**config.mk**
```make
export PLATFORM = sky130hd
export DESIGN_NAME = alu_result_mux_reg
export DESIGN_NICKNAME = d
export VERILOG_FILES = /design/src/rtl/alu_pkg.sv /design/src/rtl/onehot_check.sv /design/src/rtl/alu_result_mux_reg.sv
export SDC_FILE = /design/constraint.sdc
export NUM_CORES = 1
export LEC_CHECK = 0
export CAP_MARGIN = 15
export CELL_PAD_IN_SITES_DETAIL_PLACEMENT = 0
export CELL_PAD_IN_SITES_GLOBAL_PLACEMENT = 1
export CORE_MARGIN = 2
export CORE_UTILIZATION = 20
export CTS_CLUSTER_DIAMETER = 100
export DETAILED_ROUTE_END_ITERATION = 8
export MAX_ROUTING_LAYER = met4
export PLACE_DENSITY = 0.91
export SYNTH_ARGS = -nofsm -noshare
export SYNTH_HDL_FRONTEND = slang
export SYNTH_HIERARCHICAL = 1
export SYNTH_SLANG_ARGS = --single-unit
```
**constraint.sdc**
```tcl
create_clock -name clk -period 4.2 [get_ports clk]
set_input_delay 0.42 -clock clk [delete_from_list [all_inputs] [get_ports clk]]
set_output_delay 0.42 -clock clk [all_outputs]
set_load 0.005 [all_outputs]
```
**src/rtl/alu_pkg.sv**
```systemverilog
// Shared ALU select encoding and default datapath sizing.
// Select vectors are one-hot; bit positions match the ALU op channel order.
package alu_pkg;

  localparam int DEF_WIDTH   = 16;
  localparam int DEF_NUM_OPS = 12;

  typedef logic [DEF_NUM_OPS-1:0] op_sel_t;

  localparam op_sel_t OP_AND     = 12'h001;
  localparam op_sel_t OP_OR      = 12'h002;
  localparam op_sel_t OP_NOT     = 12'h004;
  localparam op_sel_t OP_XOR     = 12'h008;
  localparam op_sel_t OP_NAND    = 12'h010;
  localparam op_sel_t OP_NOR     = 12'h020;
  localparam op_sel_t OP_XNOR    = 12'h040;
  localparam op_sel_t OP_ADD     = 12'h080;
  localparam op_sel_t OP_SUB     = 12'h100;
  localparam op_sel_t OP_SHRIGHT = 12'h200;
  localparam op_sel_t OP_SHLEFT  = 12'h400;
  localparam op_sel_t OP_CLEAR   = 12'h800;

endpackage

```
**src/rtl/onehot_check.sv**
```systemverilog
// Flags whether a vector has exactly one bit set and reports that bit's index.
// The index is an OR of the set bit positions, so it is only meaningful when is_onehot is high.
module onehot_check #(
  parameter int N = 12
) (
  input  logic [N-1:0]         in_vec,
  output logic                 is_onehot,
  output logic [$clog2(N)-1:0] index
);

  localparam int IDX_W = $clog2(N);

  logic [N-1:0] low_cleared;

  // Clearing the lowest set bit leaves zero only for a single-bit vector.
  assign low_cleared = in_vec & (in_vec - N'(1));
  assign is_onehot   = (in_vec != '0) && (low_cleared == '0);

  always_comb begin
    index = '0;
    for (int i = 0; i < N; i++) begin
      index = index | (IDX_W'(i) & {IDX_W{in_vec[i]}});
    end
  end

endmodule

```
**src/rtl/alu_result_mux_reg.sv**
```systemverilog
// Registers the result of the one-hot selected ALU channel behind a valid/ready handshake,
// tracking illegal selects with a sticky flag and a saturating counter; the top select bit is CLEAR.
module alu_result_mux_reg
  import alu_pkg::*;
#(
  parameter int WIDTH   = DEF_WIDTH,
  parameter int NUM_OPS = DEF_NUM_OPS,
  parameter int CNT_W   = 8
) (
  input  logic                     clk,
  input  logic                     rst,
  input  logic [NUM_OPS*WIDTH-1:0] op_data,
  input  logic [NUM_OPS-1:0]       sel,
  input  logic                     in_valid,
  output logic                     in_ready,
  output logic [WIDTH-1:0]         res,
  output logic                     res_valid,
  input  logic                     out_ready,
  output logic                     res_err,
  output logic                     err_sticky,
  output logic [CNT_W-1:0]         err_count
);

  localparam int                IDX_W     = $clog2(NUM_OPS);
  localparam logic [IDX_W-1:0] CLEAR_IDX = IDX_W'(NUM_OPS - 1);

  logic             sel_onehot;
  logic [IDX_W-1:0] sel_idx;
  logic             sel_is_clear;
  logic             sel_legal;
  logic             xfer_in;
  logic             xfer_out;
  logic [WIDTH-1:0] mux_res;

  logic [WIDTH-1:0] res_q, res_d;
  logic             res_valid_q, res_valid_d;
  logic             res_err_q, res_err_d;
  logic             err_sticky_q, err_sticky_d;
  logic [CNT_W-1:0] err_count_q, err_count_d;

  onehot_check #(.N(NUM_OPS)) u_sel_check (
    .in_vec   (sel),
    .is_onehot(sel_onehot),
    .index    (sel_idx)
  );

  assign sel_is_clear = sel_onehot && (sel_idx == CLEAR_IDX);
  assign sel_legal    = sel_onehot && !sel_is_clear;

  assign in_ready = !res_valid_q || out_ready;
  assign xfer_in  = in_valid && in_ready;
  assign xfer_out = res_valid_q && out_ready;

  // Flat AND-OR: every channel is gated by its own select bit and overall legality,
  // which also keeps the CLEAR channel's data out of the result.
  always_comb begin
    mux_res = '0;
    for (int i = 0; i < NUM_OPS; i++) begin
      mux_res = mux_res | (op_data[i*WIDTH +: WIDTH] & {WIDTH{sel[i] & sel_legal}});
    end
  end

  always_comb begin
    res_d        = res_q;
    res_valid_d  = res_valid_q;
    res_err_d    = res_err_q;
    err_sticky_d = err_sticky_q;
    err_count_d  = err_count_q;
    if (xfer_in) begin
      res_valid_d = 1'b1;
      if (sel_is_clear) begin
        res_d        = '0;
        res_err_d    = 1'b0;
        err_sticky_d = 1'b0;
        err_count_d  = '0;
      end else if (sel_legal) begin
        res_d     = mux_res;
        res_err_d = 1'b0;
      end else begin
        res_d        = '0;
        res_err_d    = 1'b1;
        err_sticky_d = 1'b1;
        if (err_count_q != '1) begin
          err_count_d = err_count_q + CNT_W'(1);
        end
      end
    end else if (xfer_out) begin
      res_valid_d = 1'b0;
    end
  end

  always_ff @(posedge clk) begin
    if (rst) begin
      res_q        <= '0;
      res_valid_q  <= 1'b0;
      res_err_q    <= 1'b0;
      err_sticky_q <= 1'b0;
      err_count_q  <= '0;
    end else begin
      res_q        <= res_d;
      res_valid_q  <= res_valid_d;
      res_err_q    <= res_err_d;
      err_sticky_q <= err_sticky_d;
      err_count_q  <= err_count_d;
    end
  end

  assign res        = res_q;
  assign res_valid  = res_valid_q;
  assign res_err    = res_err_q;
  assign err_sticky = err_sticky_q;
  assign err_count  = err_count_q;

endmodule

```
After elaboration in Yosys (flattened, before gate mapping) --
Cells that the tools add are included.
Storage, ports and cells: flip-flop bits (word level) 27, output and inout port bits 28, input port bits 208, word-level logic and storage cells 81
Cells by class: add/sub/neg operators 2, bitwise operators 46, reductions and logical operators 14, mux-type cells 11, eq/ne operators 3
Operator list (count):
- $and A16 B16 Y16 | 12
- $or A16 B16 Y16 | 11
- $mux W16 | 2
- $mux W8 | 3
- $or A4 B3 Y4 | 4
- $or A4 B4 Y4 | 4
- $and A1 B1 Y1 | 12
- $and A12 B12 Y12 | 1
- $logic_not A12 Y1 | 1
- $reduce_bool A12 Y1 | 1
- $sub A12 B1 Y12 const B | 1
- $add A8 B1 Y8 const B | 1
- $ne A8 B8 Y1 const B | 1
- $mux W1 | 6
- $logic_and A1 B1 Y1 | 5
- $eq A4 B4 Y1 const B | 1
- $or A4 B2 Y4 | 1
- $reduce_bool A2 Y1 | 2
- $reduce_and A3 Y1 | 1
- $logic_not A1 Y1 | 2
- $ne A2 B2 Y1 const B | 1
- $or A1 B2 Y2 | 1
- $reduce_and A2 Y1 | 1
- $logic_or A1 B1 Y1 | 1

Depth between registers and ports, before layout --
Gate-level depths: netlist of run 1.
depth after elaboration 29, mapped depth 9

Hierarchy --
Netlist of run 1, hierarchy kept.
Modules (own cells, without submodules):
- alu_result_mux_reg | area each 2180.8 µm², times used 1, cells each 237, seq. area each 540.5 µm²
- onehot_check | area each 181.4 µm², times used 1, cells each 25, seq. area each 0.0 µm²

Worst setup path after synthesis of run 1 --
OpenSTA, ideal clock, no wires.
path type in2reg, from input port sel[5], to register res_q[10], in the netlist res[10], buffers on the path 2, required time 4.132 ns, setup time 0.068 ns, path slack 0.949 ns, stages 9, arrival time 3.183 ns, cells stage by stage or4_4 -> or3_4 -> or4b_1 -> a31oi_1 -> inv_2 -> or4_1 -> buf_2 -> buf_6 -> o2bb2ai_2
On the way: elaborated cells on any way between the ends 53
RTL lines:
- from (decl) | RTL line alu_result_mux_reg.sv:13 | input logic [NUM_OPS-1:0] sel,
- $sub A12 B1 Y12 | RTL line onehot_check.sv:16 | assign low_cleared = in_vec & (in_vec - N'(1));
- $and A12 B12 Y12 | RTL line onehot_check.sv:16
- $logic_not A12 Y1 | RTL line onehot_check.sv:17 | assign is_onehot = (in_vec != '0) && (low_cleared == '0);
- $logic_and A1 B1 Y1 (*) | RTL line onehot_check.sv:17
- net sel_onehot | RTL line alu_result_mux_reg.sv:27 | logic sel_onehot;
- $logic_and A1 B1 Y1 | RTL line alu_result_mux_reg.sv:47 | assign sel_is_clear = sel_onehot && (sel_idx == CLEAR_IDX);
- $logic_not A1 Y1 | RTL line alu_result_mux_reg.sv:48 | assign sel_legal = sel_onehot && !sel_is_clear;
- $logic_and A1 B1 Y1 | RTL line alu_result_mux_reg.sv:48
- $and A1 B1 Y1 | RTL line alu_result_mux_reg.sv:59 | mux_res = mux_res | (op_data[i*WIDTH +: WIDTH] & {WIDTH{sel[i] & sel_legal}});
- $and A16 B16 Y16 | RTL line alu_result_mux_reg.sv:59
- $or A16 B16 Y16 (11 in series) | RTL line alu_result_mux_reg.sv:59
- $mux W16 | RTL line alu_result_mux_reg.sv:76 | end else if (sel_legal) begin
- $mux W16 (*) | RTL line alu_result_mux_reg.sv:71 | if (sel_is_clear) begin
- to (signal assigned) | RTL line alu_result_mux_reg.sv:100 | res_q <= res_d;
- to (decl) | RTL line alu_result_mux_reg.sv:35 | logic [WIDTH-1:0] res_q, res_d;
The timed path passes the listed nets; every way through them passes the cells marked *. A chain may end at the register's enable or synchronous reset.

Worst setup path after layout of run 1 --
from input port sel[5], to register err_count_q[4], in the netlist err_count[4]
On the way: longest elaborated chain between the ends 13, elaborated cells on any way between the ends 20
Ends and longest elaborated chain:
- $or A4 B3 Y4 (*) (3 in series) | RTL line onehot_check.sv:22 | index = index | (IDX_W'(i) & {IDX_W{in_vec[i]}});
- $or A4 B4 Y4 (*) (4 in series) | RTL line onehot_check.sv:22
- net sel_idx[2] | RTL line alu_result_mux_reg.sv:28 | logic [IDX_W-1:0] sel_idx;
- $eq A4 B4 Y1 (*) | RTL line alu_result_mux_reg.sv:47
- $logic_and A1 B1 Y1 (*) | RTL line alu_result_mux_reg.sv:47
- $logic_not A1 Y1 | RTL line alu_result_mux_reg.sv:48
- $logic_and A1 B1 Y1 | RTL line alu_result_mux_reg.sv:48
- $ne A2 B2 Y1 (no source line)
- $reduce_and A3 Y1 (no source line)
- to (signal assigned) | RTL line alu_result_mux_reg.sv:104 | err_count_q <= err_count_d;
- to (decl) | RTL line alu_result_mux_reg.sv:39 | logic [CNT_W-1:0] err_count_q, err_count_d;
Marked as above.

==> impl_metrics.yaml, run 1 <==
placement:
  port_buffers: 235
  gp_congestion: 0.901
  dp_slack_ps: 399
  hpwl_mm: 11.0
sta:
  hold_viol_final: 0
  final.period_utilization: 0.839
  finalSetupTns_ps: 0
  setup_violations: 0
  period_needed_ps: 3520
  fmax_mhz: 284
  max_slew_margin: 0.354
  rsz0062_at_grt: "no"
  slew_violations: 0
  setup_slack_ps: 677
  skew_ps: 5.09
  tightest_slew_ps: 968
setup_path:
  crit_type: "in -> reg"
  endpoint_kind: "register"
  worstPathCellList: "clkdlybuf4s50_1, or4_4, or3_4, or4b_1, a31oi_1, buf_4, and4b_1, o2bb2ai_2, or4_1, a21oi_1"
  cp.arrival_ps: 3720
  crit_buf_inv: 2
  cp_top_family: "simple AND/OR/NAND/NOR gates"
  cp-start-kind: "input pin"
  timing.critical_path.slowest_stage_cell: "or4_4"
  max_stage_delay_ps: 560
  required_ps: 4400
  crit_path_max_fanout: 15
die:
  io_pins: 236
  dieWidth_um: 113
  rows: 39
  fp.coreArea_um2: 11500
  initial_utilization: 0.206
  dieArea_um2: 12700
  die_h_um: 113
job:
  cap_violations: 0
routing:
  first_pass_iters: 4
  antenna_left: 0
  routed_wl_mm: 14.0
  wire_per_inst_um: 22.2
  via_per_inst: 5.52
  detailedRoute.firstIterationViolations: 232
  drc: 0
  vias: 3469
power_and_ir_drop:
  ir_worst_vdd_uv: 116
  clkPwrFrac: 0.259
  power_frac_comb: 0.428
  p_sw_uw: 215
  power.total_uw: 842
  power.internal_uw: 628
  p_seq_frac: 0.313
  cellPowerDensity_nw_per_um2: 171
  p_leak_uw: 0.00180
  p_sw_frac: 0.255
global_route:
  grt_max_degree: 23
  grt_pass1_wl_mm: 20.8
  grt-ovfl-total: 0
  grt_use_total: 0.219
  antenna_found_initial: 0
  grt_pass1_vias: 3547
yosys:
  ys.flop_type: "dfxtp_1"
  synth_common_cells: "a221oi_1 (48), a22o_1 (48), dfxtp_1 (27)"
  synth_cell_types: 45
  ys_seq_area_frac: 0.229
  syn_area_per_cell_um2: 9.02
  yosys.area.top_type: "dfxtp_1"
  syn_area_um2: 2360
  synth_warnings: 6
  yosys.area.top_type_share: 0.229
  synth.area.top_cells: "dfxtp_1 (23%), a221oi_1 (18%), a22o_1 (18%)"
  syn-num-nets: 471
  synthCells: 262
  synth_edf_count: 0
  async_flop_share: 0
  ys_ff_latch: 27
status:
  status: "completed"
cts:
  hold_buffers: 0
  cts_root_buffer: "clkbuf_16"
  post_cts_resized: 0
  cts.htree.levels: 1
  cts_tree: "yes"
  clk_pin_slew_worst_paths_ps: 70
  cts_made_buffers: 3
  worst_skew_pair.late_latency_ps: 260
  cts.path.max_buffers: 2
  post-cts-setup-buffers: 0
  clock_sinks: 27
finish:
  final_nets: 695
  drive_above_1_share: 0.0784
  final.fill_count: 1106
  syn2layout_area_growth_pct: 109
  n_antenna_cell: 0
worst_hold_path:
  holdCritPathClass: "reg -> reg"
state kept, by name (all words and copies together), names as in the netlist:
name and cells:
res 16, err_count 8, err_sticky 1, res_err 1, res_valid 1
layout by cell type, fill, tap and decap left out, types with 2 or more instances in the layout:
cell type        Yosys  final
a2111oi_0            2      2
a21oi_1              8      8
a221oi_1            48     48
a22o_1              48     48
a31oi_1              2      2
and3_1              17     17
and4_1               2      2
and4b_1              2      2
buf_4                1     14
clkbuf_16            0      3
clkdlybuf4s50_1      0    235
dfxtp_1             27     27
nand2_1              4      4
nand3_1              3      3
nand4_1              4      4
nor2_1               4      4
nor3_1               2      2
nor4_1               3      3
o21ai_0              6      6
o2bb2ai_1            6      6
o2bb2ai_2           11     11
o31ai_1              2      2
or3_1                4      4
or4_1                5      5
or4_4                2      2
or4b_1               2      2
worst paths after layout:
kind	start	endpoint	slack, ps	cells past startpoint
max reg2reg	err_count[0]$_SDFFE_PP0P_	err_count[4]$_SDFFE_PP0P_	2440	5
min	res[4]$_SDFFE_PP0P_	res[4]$_SDFFE_PP0P_	470	1
max	sel[5]	err_count[4]$_SDFFE_PP0P_	680	10
min reg2reg	res[4]$_SDFFE_PP0P_	res[4]$_SDFFE_PP0P_	470	1
per-layer routing:
metal | part of all wire | GRT usage | vias up
met1 | 0.40 | 0.259 | 1674
met2 | 0.50 | 0.385 | 189
met3 | 0.086 | 0.0470 | 10
met4 | 0.0097 | 0.0398 | 0
li1 | - | - | 1596
met5 | 0 | - | -
power groups by stage:
stage          Combinational [µW]  Sequential, µW  Clock [µW]
2_1_floorplan                 109             269           0
3_3_place_gp                  355             269           0
3_5_place_dp                  357             269           0
4_1_cts                       359             263         227
5_1_grt                       382             264         239
6_report                      360             263         219
logic make-up (layout without fill, tap and decap cells):
group / after synthesis / count (layout) / share of synthesized area
buffers and inverters: 32 / 255 / 0.0662
adders and majority gates: 2 / 2 / 0.00953
DFF: 27 / 27 / 0.229
and+or+nand+nor: 61 / 61 / 0.175
AOI/OAI and AO/OA: 140 / 140 / 0.521
per-stage QoR:
stage / hold WS (ps) / area [µm²] / util / cells
after floorplan: 456 / 2360 / - / 262
after global placement: 446 / 4850 / 0.423 / 624
after detailed placement: 455 / 4850 / 0.423 / 624
after CTS: 471 / 4930 / 0.430 / 628
after global routing: 484 / 4930 / 0.430 / 628
final: 466 / 4930 / 0.430 / 628
area by class of cell:
cell class	instances	area [µm²]	share of cell area
sequential	27	541	0.110
clock buffer	3	75.1	0.0152
timing repair buffer	249	2460	0.498
multi-input combinational	203	1670	0.338
tap	143	179	0.0363
inverter	2	7.51	0.00152
clock inverter	1	5.00	0.00102
No activity file was read; power rests on OpenSTA's default activity.
==> run 2: changes to the inputs <==
- CORE_UTILIZATION: 20 -> 18
- PLACE_DENSITY: 0.91 -> 0.87
- clock period: 4.2 -> 3 ns (I/O delays scaled with it)
==> run 2 against run 1 <==
Non-clock buffer count grew 10. First-iteration DRC count grew 15%. Routed wire length grew 7.6%. Critical path depth shrank 1. Sequential power grew 40%. Die area grew 11%. Hold slack lost 1.4 ps. Clock skew shrank 1.9 ps. Setup slack lost 610 ps.
==> impl_metrics.yaml, run 2 (synthesized netlist as in run 1, its figures left out) <==
placement:
  hpwl_mm: 11.4
  placed_cells: 660
  port_buffers: 235
  gp_congestion: 0.891
  dp_slack_ps: -624
setup_path:
  endpoint_kind: "register"
  worstPathCellList: "clkdlybuf4s15_1, or4_4, or3_4, or4b_4, a31oi_4, and4b_2, o2bb2ai_4, or4_4, a21oi_2"
  required_ps: 3200
  max_stage_delay_ps: 540
  cp-start-kind: "input pin"
  crit_path_max_fanout: 5
  rrSetupSlack_ps: 1240
  cpMostUsedCell: "or4_4"
  cp.arrival_ps: 3130
  timing.critical_path.slowest_stage_cell: "or4b_4"
  crit_type: "in -> reg"
cts:
  cts.path.max_buffers: 2
  worst_skew_pair.late_latency_ps: 260
  hold_buffers: 0
  cts.htree.levels: 1
  clock_sinks: 27
  cts_tree: "yes"
  clk_pin_slew_worst_paths_ps: 70
  cts_made_buffers: 3
  cts_root_buffer: "clkbuf_16"
sta:
  slew_violations: 0
  max_slew_margin: 0.379
  setup_slack_ps: 69.9
  hold_viol_final: 0
  skew_ps: 3.19
  fmax_mhz: 341
  finalSetupTns_ps: 0
  tightest_slew_ps: 930
  final.period_utilization: 0.977
  setup_violations: 0
  period_needed_ps: 2930
  rsz0062_at_grt: "no"
  whs_ps: 464
global_route:
  antenna_found_initial: 0
  grt_pass1_wl_mm: 22.2
  grt_use_total: 0.210
  grt-ovfl-total: 0
  grt_pass1_vias: 3718
  grt_max_degree: 23
die:
  die_h_um: 119
  dieWidth_um: 119
  dieArea_um2: 14100
  fp.coreArea_um2: 12700
  rows: 41
  initial_utilization: 0.186
  io_pins: 236
finish:
  layout_common_cells: "clkdlybuf4s50_1 (227), a22o_1 (48), a221oi_1 (48)"
  n_antenna_cell: 0
  final_cells: 668
  ff_latch_area_um2: 541
  largest_reg_flops: 16
  final.fill_count: 1314
  drive_above_1_share: 0.129
  final_nets: 706
  syn2layout_area_growth_pct: 116
  multi_input_area_um2: 1740
  fin_util: 0.401
  final_common_cell: "clkdlybuf4s50_1"
routing:
  routed_wl_mm: 15.0
  antenna_left: 0
  vias: 3611
  detailedRoute.firstIterationViolations: 266
  drc: 0
  first_pass_iters: 5
  wire_per_inst_um: 22.5
  via_per_inst: 5.41
power_and_ir_drop:
  cellPowerDensity_nw_per_um2: 235
  ir_worst_vdd_uv: 121
  power.internal_uw: 880
  power_frac_comb: 0.435
  p_seq_frac: 0.308
  clkPwrFrac: 0.257
  p_leak_uw: 0.00187
  p_sw_uw: 316
  p_sw_frac: 0.265
job:
  cap_violations: 0
status:
  status: "completed"
worst_hold_path:
  holdCritPathClass: "reg -> reg"
[run 2: cell types whose count changed in the layout (fill, tap and decap cells not counted), sizes merged]
cell | before | now
clkinvlp | 0 | 1
clkinv | 1 | 0
clkbuf | 3 | 5
clkdlybuf4s15 | 0 | 2
clkdlybuf4s50 | 235 | 227
buf | 14 | 28
o2bb2ai | 17 | 18
[run 2: worst paths after layout]
path	startpoint	end	cells after the start
min	res[4]$_SDFFE_PP0P_	res[4]$_SDFFE_PP0P_	1
max	sel[7]	err_count[5]$_SDFFE_PP0P_	9
max reg2reg	err_count[0]$_SDFFE_PP0P_	err_count[5]$_SDFFE_PP0P_	5
min reg2reg	res[4]$_SDFFE_PP0P_	res[4]$_SDFFE_PP0P_	1
[run 2: power by group through the flow]
stage / clock, µW / combinational, µW / sequential (µW)
floorplan: 0 / 154 / 376
global placement: 0 / 514 / 376
detailed placement: 0 / 519 / 376
CTS: 313 / 518 / 368
global route: 327 / 555 / 368
finish: 307 / 521 / 368
[run 2: metal layers]
layer / part of all wire / global-route usage
met3: 0.073 / 0.0290
met2: 0.49 / 0.345
met5: 0 / -
met4: 0.019 / 0.0536
met1: 0.42 / 0.270
[run 2: repair_timing]
item | 4_1_cts | 5_1_grt
cloned | 1 | 0
pin swaps | 7 | 8
endpoints found under the hold margin | 0 | 0
resized for setup | 27 | 12
setup buffers | 3 | 0
endpoints found under the setup margin | 24 | 20
[run 2: worst max-delay path, delay by kind of cell]
kind	cells	cell delay, ps
AND/OR/NAND/NOR	5	2160
buffers and inverters	1	200
AO/OA/AOI/OAI	3	470
[run 2: through the flow]
stage,power (µW),instance area [µm²]
2_1_floorplan,530,2380
3_3_place_gp,890,4950
3_5_place_dp,895,4950
4_1_cts,1200,5070
5_1_grt,1250,5100
6_report,1200,5100
[run 2: area by class of cell]
cell class,count,share of cell area
clock buffer,3,0.0147
clock inverter,1,0.00147
inverter,2,0.00147
multi-input combinational,204,0.341
sequential,27,0.106
tap,172,0.0422
timing repair buffer,259,0.493
==> run 3: changes to the inputs <==
- ABC_CLOCK_PERIOD_IN_PS: unset -> 3000
- HOLD_SLACK_MARGIN: unset -> 0.1
==> results of run 3 <==
The final DEF is identical to that of run 2; final timing and power are the same.
